File: config.mk
export PLATFORM = sky130hd
export DESIGN_NAME = wb_reg_slave_flat
export DESIGN_NICKNAME = d
export VERILOG_FILES = /design/src/rtl/wb_reg_slave_if.sv /design/src/rtl/wb_reg_slave.sv /design/src/flat_wrapper.sv
export SDC_FILE = /design/constraint.sdc
export NUM_CORES = 1
export LEC_CHECK = 0
export ABC_AREA = 1
export BUFFER_PORTS_ARGS = -buffer_cell sky130_fd_sc_hd__buf_2
export CORE_ASPECT_RATIO = 2
export CORE_MARGIN = 2
export CORE_UTILIZATION = 40
export CTS_BUF_LIST = sky130_fd_sc_hd__clkbuf_8
export DETAILED_ROUTE_END_ITERATION = 10
export HOLD_SLACK_MARGIN = 0.12
export PLACE_DENSITY = 0.67
export SYNTH_ARGS = -nofsm -noshare
export SYNTH_HDL_FRONTEND = slang
export SYNTH_SLANG_ARGS = --single-unit
export TNS_END_PERCENT = 10
File: constraint.sdc
create_clock -name wb_clk_i -period 7.2 [get_ports wb_clk_i]
set_clock_uncertainty 0.2 [all_clocks]
set_input_delay 1.44 -clock wb_clk_i [delete_from_list [all_inputs] [get_ports wb_clk_i]]
set_output_delay 1.44 -clock wb_clk_i [all_outputs]
set_load 0.01 [all_outputs]
File: src/rtl/wb_reg_slave_if.sv
// Wishbone classic bus bundle for the register slave.
// Suffixes follow the slave's point of view.
interface wb_reg_slave_if #(
   parameter int DW = 32,
   parameter int AW = 10
);
   logic [AW-1:0]   wb_adr_i;
   logic [DW-1:0]   wb_dat_i;
   logic [DW/8-1:0] wb_sel_i;
   logic            wb_we_i;
   logic            wb_cyc_i;
   logic            wb_stb_i;
   logic [DW-1:0]   wb_dat_o;
   logic            wb_ack_o;
   logic            wb_err_o;

   modport master (
      output wb_adr_i, wb_dat_i, wb_sel_i,
      output wb_we_i, wb_cyc_i, wb_stb_i,
      input  wb_dat_o, wb_ack_o, wb_err_o
   );

   modport slave (
      input  wb_adr_i, wb_dat_i, wb_sel_i,
      input  wb_we_i, wb_cyc_i, wb_stb_i,
      output wb_dat_o, wb_ack_o, wb_err_o
   );
endinterface

File: src/rtl/wb_reg_slave.sv
// Wishbone register slave: interrupt source/mask pair
// plus general registers, optional wait states.
module wb_reg_slave #(
   parameter int DW          = 32,
   parameter int AW          = 10,
   parameter int NREGS       = 16,
   parameter int WAIT_STATES = 0,
   parameter int IW          = 8
) (
   input  logic                     wb_clk_i,
   input  logic                     wb_rst_i,
   wb_reg_slave_if.slave            bus,
   input  logic [IW-1:0]            irq_i,
   output logic                     int_o,
   output logic [(NREGS-2)*DW-1:0]  regs_o
);
   localparam int SW = DW / 8;
   localparam logic [3:0] WS_LD =
      4'((WAIT_STATES > 0) ? WAIT_STATES - 1 : 0);

   typedef enum logic [1:0] {
      IDLE,
      WAIT,
      RESP
   } state_t;

   state_t        state, state_n;
   logic [3:0]    cnt, cnt_n;

   logic [AW-1:0] adr_q;
   logic          we_q;
   logic [SW-1:0] sel_q;
   logic [DW-1:0] dat_q;

   logic [IW-1:0] int_src, int_mask;
   logic [DW-1:0] gp [2:NREGS-1];
   logic [DW-1:0] dat_r;

   logic          req, commit, wr;
   logic          c_we, c_hit, resp_hit;
   logic [AW-1:0] c_adr;
   logic [SW-1:0] c_sel;
   logic [DW-1:0] c_dat, c_mask, rdata;
   logic [IW-1:0] src_clr;

   assign req = bus.wb_cyc_i & bus.wb_stb_i;

   always_ff @(posedge wb_clk_i or negedge wb_rst_i) begin
      if (!wb_rst_i) begin
         state <= IDLE;
         cnt   <= '0;
      end else begin
         state <= state_n;
         cnt   <= cnt_n;
      end
   end

   always_comb begin
      state_n = state;
      cnt_n   = cnt;
      unique case (state)
         IDLE: begin
            if (req) begin
               if (WAIT_STATES > 0) begin
                  state_n = WAIT;
                  cnt_n   = WS_LD;
               end else begin
                  state_n = RESP;
               end
            end
         end
         WAIT: begin
            if (!req) begin
               state_n = IDLE;
               cnt_n   = '0;
            end else if (cnt == 4'd0) begin
               state_n = RESP;
            end else begin
               cnt_n = cnt - 4'd1;
            end
         end
         RESP:    state_n = IDLE;
         default: state_n = IDLE;
      endcase
   end

   always_ff @(posedge wb_clk_i or negedge wb_rst_i) begin
      if (!wb_rst_i) begin
         adr_q <= '0;
         we_q  <= 1'b0;
         sel_q <= '0;
         dat_q <= '0;
      end else if (state == IDLE && req) begin
         adr_q <= bus.wb_adr_i;
         we_q  <= bus.wb_we_i;
         sel_q <= bus.wb_sel_i;
         dat_q <= bus.wb_dat_i;
      end
   end

   // With no wait states the commit edge is the accept edge,
   // so the live bus is used instead of the captured copy.
   assign c_adr = (state == IDLE) ? bus.wb_adr_i : adr_q;
   assign c_we  = (state == IDLE) ? bus.wb_we_i  : we_q;
   assign c_sel = (state == IDLE) ? bus.wb_sel_i : sel_q;
   assign c_dat = (state == IDLE) ? bus.wb_dat_i : dat_q;

   assign c_hit    = {1'b0, c_adr} < (AW+1)'(NREGS);
   assign resp_hit = {1'b0, adr_q} < (AW+1)'(NREGS);
   assign commit   = (state_n == RESP) && (state != RESP);
   assign wr       = commit & c_we & c_hit;

   always_comb begin
      c_mask = '0;
      for (int b = 0; b < SW; b++)
         c_mask[b*8 +: 8] = {8{c_sel[b]}};
   end

   always_comb begin
      rdata = '0;
      if (c_adr == AW'(0))
         rdata = DW'(int_src);
      else if (c_adr == AW'(1))
         rdata = DW'(int_mask);
      for (int i = 2; i < NREGS; i++)
         if (c_adr == AW'(i))
            rdata = gp[i];
   end

   assign src_clr = (wr && c_adr == AW'(0)) ?
                    (c_dat[IW-1:0] & c_mask[IW-1:0]) : '0;

   // Sources OR in after the clear so a same-edge set wins.
   always_ff @(posedge wb_clk_i or negedge wb_rst_i) begin
      if (!wb_rst_i) begin
         int_src  <= '0;
         int_mask <= '0;
         int_o    <= 1'b0;
      end else begin
         int_src <= (int_src & ~src_clr) | irq_i;
         if (wr && c_adr == AW'(1))
            int_mask <= (int_mask & ~c_mask[IW-1:0])
                      | (c_dat[IW-1:0] & c_mask[IW-1:0]);
         int_o <= |(int_src & int_mask);
      end
   end

   always_ff @(posedge wb_clk_i or negedge wb_rst_i) begin
      if (!wb_rst_i) begin
         for (int i = 2; i < NREGS; i++)
            gp[i] <= '0;
      end else begin
         for (int i = 2; i < NREGS; i++)
            if (wr && c_adr == AW'(i))
               gp[i] <= (gp[i] & ~c_mask) | (c_dat & c_mask);
      end
   end

   // Read data is taken from pre-edge register values.
   always_ff @(posedge wb_clk_i or negedge wb_rst_i) begin
      if (!wb_rst_i)
         dat_r <= '0;
      else
         dat_r <= (commit && c_hit) ? rdata : '0;
   end

   assign bus.wb_dat_o = dat_r;
   assign bus.wb_ack_o = (state == RESP) &  resp_hit;
   assign bus.wb_err_o = (state == RESP) & ~resp_hit;

   always_comb begin
      regs_o = '0;
      for (int i = 2; i < NREGS; i++)
         regs_o[(i-2)*DW +: DW] = gp[i];
   end
endmodule

File: src/flat_wrapper.sv
// flat-port wrapper written by rule: the top's interface ports become plain ports
module wb_reg_slave_flat 
#(
   parameter int DW          = 32,
   parameter int AW          = 10,
   parameter int NREGS       = 16,
   parameter int WAIT_STATES = 0,
   parameter int IW          = 8
)
  (wb_clk_i, wb_rst_i, irq_i, int_o, regs_o, bus_wb_adr_i, bus_wb_dat_i, bus_wb_sel_i, bus_wb_we_i, bus_wb_cyc_i, bus_wb_stb_i, bus_wb_dat_o, bus_wb_ack_o, bus_wb_err_o);
  wb_reg_slave_if #(.DW(DW), .AW(AW)) bus_i ();
  input  logic wb_clk_i;
  input  logic wb_rst_i;
  input  logic [IW-1:0] irq_i;
  output logic int_o;
  output logic [(NREGS-2)*DW-1:0] regs_o;
  input wire logic [$bits(bus_i.wb_adr_i)-1:0] bus_wb_adr_i;
  input wire logic [$bits(bus_i.wb_dat_i)-1:0] bus_wb_dat_i;
  input wire logic [$bits(bus_i.wb_sel_i)-1:0] bus_wb_sel_i;
  input wire logic [$bits(bus_i.wb_we_i)-1:0] bus_wb_we_i;
  input wire logic [$bits(bus_i.wb_cyc_i)-1:0] bus_wb_cyc_i;
  input wire logic [$bits(bus_i.wb_stb_i)-1:0] bus_wb_stb_i;
  output wire logic [$bits(bus_i.wb_dat_o)-1:0] bus_wb_dat_o;
  output wire logic [$bits(bus_i.wb_ack_o)-1:0] bus_wb_ack_o;
  output wire logic [$bits(bus_i.wb_err_o)-1:0] bus_wb_err_o;
  assign bus_i.wb_adr_i = bus_wb_adr_i;
  assign bus_i.wb_dat_i = bus_wb_dat_i;
  assign bus_i.wb_sel_i = bus_wb_sel_i;
  assign bus_i.wb_we_i = bus_wb_we_i;
  assign bus_i.wb_cyc_i = bus_wb_cyc_i;
  assign bus_i.wb_stb_i = bus_wb_stb_i;
  assign bus_wb_dat_o = bus_i.wb_dat_o;
  assign bus_wb_ack_o = bus_i.wb_ack_o;
  assign bus_wb_err_o = bus_i.wb_err_o;
  wb_reg_slave #(.DW(DW), .AW(AW), .NREGS(NREGS), .WAIT_STATES(WAIT_STATES), .IW(IW)) u_core (.wb_clk_i(wb_clk_i), .wb_rst_i(wb_rst_i), .bus(bus_i), .irq_i(irq_i), .int_o(int_o), .regs_o(regs_o));
endmodule
==> flow_summary_export.csv <==
group,metric,value,unit
status,outcome,"completed",
detailed_routing,wl_per_cell,23.5,um
placement,gpl.final_weighted_congestion,0.923,
die,die_height,355,um
synth,synth_nets,2935,
die,ios,542,
detailed_routing,drcViolationCount,0,
synth,synthDistinctLibCells,38,
synth,yosysSeqAreaShare,0.559,
sta,rsz0062_at_grt,"no",
synth,ys.flop_type,"dfrtp_1",
detailed_routing,detail-route-antenna-nets,0,
clock_network,hold_buffers,0,
cells_and_area,final_common_cell,"nand2_1",
cells_and_area,syn2layout_area_growth,20.2,%
placement,numPortBuffers,541,
power,power_switching,1590,uW
clock_network,cts_tree,"yes",
placement,post-place-ws,2190,ps
sta,finalHoldViolations,0,
critical_path,reg2reg_from,"u_core.state[0]$_DFF_PN0_",
power,p_clk_frac,0.423,
clock_network,cts_buffers,81,
cells_and_area,final_cell_area,29600,um2
detailed_routing,viasPerCell,5.38,
synth,synthArstFlopShare,1.00,
detailed_routing,first_iter_violations,2260,
global_routing,grtUsageTotal,0.308,
hold_path,holdPathEnd,"u_core.dat_q[16]$_DFFE_PN0P_",
flow_run,cap_violations,0,
die,num_rows,128,
sta,slew-limit-headroom,0.138,
global_routing,grt_pass1_vias,22000,
sta,worst_slack,2800,ps
critical_path,crit_path_end_kind,"register",
synth,synth_warnings,0,
cells_and_area,regArea,13800,um2
cells_and_area,fin_nets,3451,
cells_and_area,drive_gt1_frac,0.245,
sta,max_freq,227,MHz
global_routing,grt_max_degree,158,
detailed_routing,num_vias,22700,
hold_path,worstHoldStart,"u_core.dat_q[16]$_DFFE_PN0P_",
global_routing,grt_pass1_wl,148000,um
sta,fin_crit,4400,ps
hold_path,hold_depth,2,
critical_path,path_class,"reg -> reg",
critical_path,r2r_slack,2800,ps
power,power_frac_seq,0.512,
die,core_area,60900,um2
power,swShare,0.259,
synth,synth-edff-count,0,
synth,syn_area,24600,um2
clock_network,clk_latency,680,ps
power,p_comb_frac,0.064,
sta,setup_violations,0,
power,p_per_area,208,nW/um2
synth,synth_cells,2874,
clock_network,cts_buffer_depth,3,
critical_path,required,7530,ps
clock_network,clockRootBuffer,"clkbuf_8",
hold_path,worst_hold_path_type,"reg -> reg",
die,die_w,179,um
die,start_util,0.404,
power,p_leak,0.0157,uW
sta,fin_tns_setup,0,ps
cells_and_area,fin_cells,4224,
critical_path,start_kind,"register",
placement,placed_cells,4087,
cells_and_area,fillers,6072,
global_routing,antenna_found_initial,1,
critical_path,worstPathMaxFanout,56,
clock_network,post-cts-setup-buffers,0,
sta,tightest_slew,1290,ps
placement,hpwlAfterDp,74800,um
critical_path,worstReg2RegEnd,"u_core.bus.wb_dat_o[13]$_DFF_PN0_",
power,irDropWorstVdd,181,uV
detailed_routing,drt_pass1_iterations,6,
clock_network,postCtsResizedCells,0,
clock_network,htreeDepth,3,
sta,period_share,0.611,
synth,avgSynthCellArea,8.57,um2
sta,holdWs,280,ps
power,intPower,4560,uW
clock_network,clkSlewWorstSetupHoldPaths,70,ps
placement,post_dp_cell_area,28000,um2
clock_network,cts_sinks,550,
cells_and_area,layout_common_cells,"894 x nand2_1, 550 x dfrtp_1, 540 x buf_2",
synth,synth-seq-cells,550,
detailed_routing,detail_route.wirelength,99300,um
die,die_area,63700,um2
sta,final_max_slew_viol_count,0,
cells_and_area,multi_input_comb_area,9460,um2
critical_path,reg2reg_depth,13,
critical_path,critPathLaunch,"u_core.state[0]$_DFF_PN0_",
critical_path,critical_path_arrival,4730,ps
global_routing,overflow,0,
metrics by stage:
stage               utilization  power, uW
detailed placement        0.460       3600
finish                    0.486       6150
floorplan                     -       3390
global placement          0.460       3600
CTS                       0.486       6200
global route              0.486       6370
worst max-delay path by stage:
stage | end | slack [ps] | depth (start not counted)
floorplan | register | 3850 | 16
global placement | register | 2250 | 15
detailed placement | register | 2190 | 14
CTS | u_core.bus.wb_dat_o[12]$_DFF_PN0_ | 2800 | 13
global route | u_core.bus.wb_dat_o[12]$_DFF_PN0_ | 2540 | 13
finish | u_core.bus.wb_dat_o[13]$_DFF_PN0_ | 2800 | 13
layer usage:
layer | vias to the layer above | share of wire | GRT usage
met5 | - | 0 | 0
met4 | 0 | 0.055 | 0.156
met3 | 238 | 0.084 | 0.0742
met2 | 1127 | 0.46 | 0.483
met1 | 10900 | 0.40 | 0.399
li1 | 10500 | - | -
final cells by class:
class,instances,area share
flip-flops and latches,550,0.465
multi-input cells,1992,0.320
repair buffers,588,0.105
clock buffers,99,0.0460
well taps,780,0.0330
inverters,177,0.0227
clock inverters,37,0.00845
diodes,1,0.0000845
power by group through the flow:
stage	sequential [uW]	combinational, uW	clock [uW]
finish	3150	395	2600
global route	3160	436	2780
CTS	3150	395	2650
detailed placement	3210	394	0
global placement	3210	393	0
floorplan	3200	189	0
synth_stat cells, types with 13 or more instances:
master | instances | share of area
nand2_1 | 894 | 0.14
dfrtp_1 | 550 | 0.56
o21ai_1 | 379 | 0.077
o21ai_0 | 181 | 0.037
inv_1 | 159 | 0.024
nor2_1 | 142 | 0.022
a21oi_1 | 103 | 0.021
clkbuf_1 | 89 | 0.014
nand4_1 | 82 | 0.021
nand3_1 | 56 | 0.011
buf_2 | 40 | 0.0081
nand2_4 | 31 | 0.014
or2_2 | 23 | 0.0058
nand2_2 | 18 | 0.0046
inv_2 | 15 | 0.0023
or2_0 | 15 | 0.0038
o22ai_1 | 13 | 0.0033
worst max-delay path: stages (launching register included):
cell and delay, ps:
dfrtp_1 470, nor2_4 570, buf_4 600, o21ai_2 130, nor2_1 330, nand2_2 230, nor2_4 120, buf_4 430
inv_1 380, or2_2 370, nand2_1 150, nand4_1 110, nand2_1 70, a21oi_1 50
logic make-up (layout without fill, tap and decap cells):
kind of cell / Yosys count / after routing / share of synthesized area
adder cells (fa/ha/maj): 2 / 2 / 0.00102
AO/OA/AOI/OAI: 689 / 689 / 0.143
flip-flops: 550 / 550 / 0.559
other: 0 / 1 / 0
buffers and inverters: 332 / 901 / 0.0587
XOR/XNOR: 1 / 1 / 0.000356
AND/OR/NAND/NOR: 1300 / 1300 / 0.238
Note: power is estimated with default switching activity, not from simulation.
